### src/rtl/out_port_arb_if.sv
// Bundle of the per-input flit channels and the single output channel of
// the output-port arbiter.
//
// Handshake: a flit moves across a channel on a rising clk edge where its
// valid and ready are both high. A source holds valid and the flit stable
// until that edge; ready may depend combinationally on valid.
interface out_port_arb_if #(
  parameter int N_OF_INPUTS = 2,
  parameter int FLIT_WIDTH  = 34
);
  logic [N_OF_INPUTS-1:0]            in_valid_i;
  logic [N_OF_INPUTS*FLIT_WIDTH-1:0] in_flit_i;
  logic [N_OF_INPUTS-1:0]            in_ready_o;
  logic                              out_valid_o;
  logic [FLIT_WIDTH-1:0]             out_flit_o;
  logic                              out_ready_i;
  logic                              busy_o;

  // Arbiter side
  modport slave (
    input  in_valid_i, in_flit_i, out_ready_i,
    output in_ready_o, out_valid_o, out_flit_o, busy_o
  );

  // Environment side (sources and downstream sink)
  modport master (
    output in_valid_i, in_flit_i, out_ready_i,
    input  in_ready_o, out_valid_o, out_flit_o, busy_o
  );
endinterface

### src/rtl/out_port_arb.sv
// Wormhole output-port arbiter: round-robin among inputs presenting a head
// flit, then locks onto the winner until its tail passes. The output is one
// register stage with a bubble-free load enable.
module out_port_arb #(
  parameter int N_OF_INPUTS = 2,
  parameter int FLIT_WIDTH  = 34
) (
  input  logic           clk,
  input  logic           arst_n,
  out_port_arb_if.slave  bus
);

  localparam int IDX_W = (N_OF_INPUTS > 1) ? $clog2(N_OF_INPUTS) : 1;

  localparam logic [1:0] T_HEAD      = 2'b00;
  localparam logic [1:0] T_TAIL      = 2'b10;
  localparam logic [1:0] T_HEAD_TAIL = 2'b11;

  // The FSM state is visible outside through busy_o (high in LOCKED).
  typedef enum logic [0:0] {
    IDLE   = 1'b0,
    LOCKED = 1'b1
  } state_t;

  state_t                  state_q, state_d;
  logic [N_OF_INPUTS-1:0]  mask_q, mask_d;
  logic [IDX_W-1:0]        lock_q, lock_d;
  logic                    out_valid_q;
  logic [FLIT_WIDTH-1:0]   out_flit_q;

  logic [FLIT_WIDTH-1:0]   flit  [N_OF_INPUTS];
  logic [1:0]              ftype [N_OF_INPUTS];
  logic [N_OF_INPUTS-1:0]  req, mask_req, pick, ready;
  logic [IDX_W-1:0]        gnt;
  logic                    ld, xfer;
  logic [FLIT_WIDTH-1:0]   sel_flit;

  // Unpack the flat flit bus and pick out each flit's type field.
  always_comb begin
    for (int k = 0; k < N_OF_INPUTS; k++) begin
      flit[k]  = bus.in_flit_i[k*FLIT_WIDTH +: FLIT_WIDTH];
      ftype[k] = flit[k][FLIT_WIDTH-1 -: 2];
    end
  end

  // Round-robin pick among head requests: lowest index above the last
  // winner first, wrapping to the lowest requester when none is above.
  always_comb begin
    for (int k = 0; k < N_OF_INPUTS; k++) begin
      req[k] = bus.in_valid_i[k] &&
               (ftype[k] == T_HEAD || ftype[k] == T_HEAD_TAIL);
    end
    mask_req = mask_q & req;
    pick     = (|mask_req) ? mask_req : req;
    gnt      = '0;
    for (int k = N_OF_INPUTS - 1; k >= 0; k--) begin
      if (pick[k]) gnt = IDX_W'(k);
    end
  end

  // Next-state, accept and output-load decisions for IDLE/LOCKED.
  always_comb begin
    ld       = !out_valid_q || bus.out_ready_i;
    ready    = '0;
    xfer     = 1'b0;
    sel_flit = '0;
    state_d  = state_q;
    mask_d   = mask_q;
    lock_d   = lock_q;
    case (state_q)
      IDLE: begin
        if (|req) begin
          ready[gnt] = ld;
          if (ld) begin
            xfer     = 1'b1;
            sel_flit = flit[gnt];
            for (int k = 0; k < N_OF_INPUTS; k++) begin
              mask_d[k] = (IDX_W'(k) > gnt);
            end
            if (ftype[gnt] == T_HEAD) begin
              state_d = LOCKED;
              lock_d  = gnt;
            end
          end
        end
      end
      LOCKED: begin
        // Stray heads here are plain payload: no state or mask change.
        ready[lock_q] = ld;
        if (ld && bus.in_valid_i[lock_q]) begin
          xfer     = 1'b1;
          sel_flit = flit[lock_q];
          if (ftype[lock_q] == T_TAIL) state_d = IDLE;
        end
      end
      default: state_d = IDLE;
    endcase
  end

  // State, mask, lock index and the output register stage.
  always_ff @(posedge clk or negedge arst_n) begin
    if (!arst_n) begin
      state_q     <= IDLE;
      mask_q      <= '1;
      lock_q      <= '0;
      out_valid_q <= 1'b0;
      out_flit_q  <= '0;
    end else begin
      state_q <= state_d;
      mask_q  <= mask_d;
      lock_q  <= lock_d;
      if (ld) begin
        out_valid_q <= xfer;
        if (xfer) out_flit_q <= sel_flit;
      end
    end
  end

  // Accepts are forced low while reset is held so nothing is consumed.
  assign bus.in_ready_o  = ready & {N_OF_INPUTS{arst_n}};
  assign bus.out_valid_o = out_valid_q;
  assign bus.out_flit_o  = out_flit_q;
  assign bus.busy_o      = (state_q == LOCKED);

endmodule

### src/flat_wrapper.sv
// flat-port wrapper written by rule: the top's interface ports become plain ports
module out_port_arb_flat 
#(
  parameter int N_OF_INPUTS = 2,
  parameter int FLIT_WIDTH  = 34
)
  (clk, arst_n, bus_in_valid_i, bus_in_flit_i, bus_out_ready_i, bus_in_ready_o, bus_out_valid_o, bus_out_flit_o, bus_busy_o);
  out_port_arb_if #(.N_OF_INPUTS(N_OF_INPUTS), .FLIT_WIDTH(FLIT_WIDTH)) bus_i ();
  input  logic clk;
  input  logic arst_n;
  input wire logic [$bits(bus_i.in_valid_i)-1:0] bus_in_valid_i;
  input wire logic [$bits(bus_i.in_flit_i)-1:0] bus_in_flit_i;
  input wire logic [$bits(bus_i.out_ready_i)-1:0] bus_out_ready_i;
  output wire logic [$bits(bus_i.in_ready_o)-1:0] bus_in_ready_o;
  output wire logic [$bits(bus_i.out_valid_o)-1:0] bus_out_valid_o;
  output wire logic [$bits(bus_i.out_flit_o)-1:0] bus_out_flit_o;
  output wire logic [$bits(bus_i.busy_o)-1:0] bus_busy_o;
  assign bus_i.in_valid_i = bus_in_valid_i;
  assign bus_i.in_flit_i = bus_in_flit_i;
  assign bus_i.out_ready_i = bus_out_ready_i;
  assign bus_in_ready_o = bus_i.in_ready_o;
  assign bus_out_valid_o = bus_i.out_valid_o;
  assign bus_out_flit_o = bus_i.out_flit_o;
  assign bus_busy_o = bus_i.busy_o;
  out_port_arb #(.N_OF_INPUTS(N_OF_INPUTS), .FLIT_WIDTH(FLIT_WIDTH)) u_core (.clk(clk), .arst_n(arst_n), .bus(bus_i));
endmodule
### config.mk
export PLATFORM = sky130hd
export DESIGN_NAME = out_port_arb_flat
export DESIGN_NICKNAME = d
export VERILOG_FILES = /design/src/rtl/out_port_arb_if.sv /design/src/rtl/out_port_arb.sv /design/src/flat_wrapper.sv
export SDC_FILE = /design/constraint.sdc
export NUM_CORES = 1
export LEC_CHECK = 0
export CAP_MARGIN = 10
export CORE_UTILIZATION = 45
export CTS_BUF_LIST = sky130_fd_sc_hd__clkbuf_4 sky130_fd_sc_hd__clkbuf_8
export DETAILED_ROUTE_END_ITERATION = 6
export PLACE_DENSITY = 0.94
export SYNTH_ARGS = -nofsm -noshare
export SYNTH_HDL_FRONTEND = slang
export SYNTH_SLANG_ARGS = --single-unit
export TNS_END_PERCENT = 100
### constraint.sdc
create_clock -name clk -period 2.9 [get_ports clk]
set_input_delay 0.725 -clock clk [delete_from_list [all_inputs] [get_ports clk]]
set_output_delay 0.725 -clock clk [all_outputs]
set_load 0.02 [all_outputs]
==> reports/metrics.cfg <==
[outcome]
outcome=finished, final reports clean

[global_routing]
grt_pass1_vias=2497
antenna_found_initial=0
gr-total-overflow=0
grt_pass1_wl_um=12300
grt_max_degree=40
grt_use_total_pct=24.6

[hold_path]
hold_depth=1
hp-start=u_core.mask_q[0]
min_to=u_core.mask_q[0]
hold_path.class=flop to flop

[placement]
io_buffers=110
hpwl_um=5620
place_congestion=0.831

[cts]
cts.clk_slew.worst_paths_ps=70
cts_made_buffers=5
cts.path.max_buffers=2
holdBufCountCts=0
cts_root_buffer=clkbuf_8
cts.sinks=39
clock_latency_ps=300
h-tree-depth=2
tritoncts=yes

[yosys]
syn_area_per_cell_um2=12.0
ys_types=38
synth-edff-count=0
ys.flop_type=dfrtp_1
async_reset_ff_share_pct=100
syn_inst=236
yosys_register_bits=39
synth_area_um2=2820
ys_warn_count=0
synth-seq-area-share_pct=34.7
syn-num-nets=309

[sta]
tightest_slew_ps=534
period_minus_slack_ps=2690
timing.hold.ws_ps=493
skew_ps=11.6
tns_ps=0
max_slew_margin_pct=64.4
drv_slew=0
final_hold_viol_count=0
rsz0062_at_grt=false
clock.fmax_mhz=371
finalCritPeriodShare_pct=92.8
finalSetupViolations=0

[drt]
wire_per_inst_um=18.7
wl_um=7960
ant_nets=0
drt_iter0_markers=91
post-route-drc-count=0
dr.pass1.iters=4
viasPerCell=5.92
vias=2526

[floorplanning]
die_h_um=81.2
dieArea_um2=6590
rows=28
die_w_um=81.2
ios=111
core_um2=5990
floorplan.initialDensity_pct=47.1

[worst_setup_path]
ff2ff_setup_slack_ps=730
reg2reg_to=u_core.bus.out_flit_o[12]
crit_path_start_kind=input port
cp.required_ps=2170
criticalPathCategory=input port to primary output
crit_path_max_fanout=2
cp.arrival_ps=1970
reg2regPathDepth=6
r2r_start=u_core.mask_q[1]
cp-end-kind=primary output

[finish]
seq_area_um2=978
multi_input_area_um2=1720
layout-drive-gt1-share_pct=38.1
syn2layout_area_growth_pct=48.6
final_nets=424
insertedDiodeCount=0
fillers=439

[power]
cellLeakagePower_nw=1.59
p_per_area_nw_per_um2=1020
peakVddDrop_mv=0.641

[flow_run]
maxCapViolations=0

synth_stat cells, drive strengths merged, types with 3 or more instances:
library cell	instances	area, um^2
a21oi	3	15.0
a22oi	32	380
a2bb2oi	34	485
buf	11	100
clkbuf	10	37.5
dfrtp	37	926
inv	3	11.3
mux2	34	383
nand2	7	33.8
nor2	4	15.0
o21ai	39	195
per-layer routing:
layer | share of wire [%] | wire length (um) | global-route usage (%) | up-vias
met1 | 43 | 3430 | 31.1 | 1264
met3 | 5.7 | 456 | 4.94 | 11
met2 | 50 | 3980 | 42.3 | 99
li1 | - | - | - | 1152
met5 | 0 | 0 | 0 | -
met4 | 1.2 | 96 | 6.61 | 0
worst max-delay path by stage:
stage / startpoint / to / slack (ps) / cells past startpoint
after floorplan: bus_in_flit_i[33] / bus_in_ready_o[0] / 110 / 6
after CTS: bus_in_flit_i[33] / bus_in_ready_o[0] / -60 / 7
after global routing: bus_in_flit_i[33] / bus_in_ready_o[0] / 140 / 7
after detailed placement: bus_in_flit_i[33] / bus_in_ready_o[0] / -490 / 7
after global placement: bus_in_flit_i[33] / bus_in_ready_o[0] / -460 / 7
final: bus_in_flit_i[33] / bus_in_ready_o[0] / 210 / 7
area by class of cell:
class                   instances  area share, %
repair buffers                129           30.0
well taps                      75           2.24
inverters                       3          0.268
clock buffers                   6           1.82
multi-input cells             173           41.0
flip-flops and latches         39           23.3
clock inverters                 2           1.43
placed cells by master, fill, tap and decap left out, types with 2 or more instances in the layout:
cell type | Yosys | routed
dfstp_2 | 2 | 2
buf_2 | 2 | 2
a22oi_1 | 4 | 4
a21oi_1 | 3 | 3
buf_4 | 3 | 19
nor2b_1 | 2 | 2
clkbuf_8 | 0 | 5
dlymetal6s2s_1 | 0 | 5
a2bb2oi_1 | 4 | 4
dfrtp_1 | 37 | 37
a22oi_2 | 28 | 28
clkdlybuf4s50_1 | 0 | 102
mux2_2 | 33 | 33
o21ai_0 | 38 | 38
a2bb2oi_2 | 30 | 30
inv_1 | 3 | 2
nand2_1 | 6 | 6
nor2_1 | 4 | 3
bufinv_16 | 0 | 2
sequential cells by signal, summed over array words and instances, names as in the netlist:
| register | flops |
|---|---|
| u_core.bus.out_flit_o | 34 |
| u_core.mask_q | 2 |
| u_core.bus.busy_o | 1 |
| u_core.bus.out_valid_o | 1 |
| u_core.lock_q | 1 |
report_power, final:
part	switching, mW	total (mW)	internal [mW]
clock	0.198	0.552	0.353
sequential	0.228	1.06	0.834
combinational	1.23	2.67	1.44
cells by family (layout without fill, tap and decap cells):
logic type / Yosys count / in the layout / synth area share [%]
buffers and inverters: 24 / 140 / 5.27
DFF: 39 / 39 / 34.7
xor gates and xnor gates: 2 / 2 / 0.887
muxes: 35 / 35 / 13.9
and+or+nand+nor: 20 / 20 / 3.90
AOI/OAI and AO/OA: 116 / 116 / 41.4
metrics by stage:
step           utilization [%]  instance area (um^2)  std cells  setup slack (ps)  total power, mW
2_1_floorplan                -                  2820        236               109             2.78
3_3_place_gp              67.3                  4030        418              -465             3.67
3_5_place_dp              67.3                  4030        418              -492             3.75
4_1_cts                   69.7                  4170        427             -58.0             4.31
5_1_grt                   70.0                  4190        427               138             4.50
6_report                  70.0                  4190        427               208             4.28
critical path, stage by stage:
cell and delay (ps):
dlymetal6s2s_1 160, xor2_2 200, or2_4 260, a311oi_4 280, a21oi_1 80, nor2_1 120
buf_4 140
what timing repair did:
item | 4_1_cts | 5_1_grt
pin swaps | 2 | 1
gates resized for setup | 10 | 7
endpoints found under the setup margin | 2 | 2
gates cloned | 0 | 0
setup buffers | 1 | 0
Power figures use the tool's default switching activity.
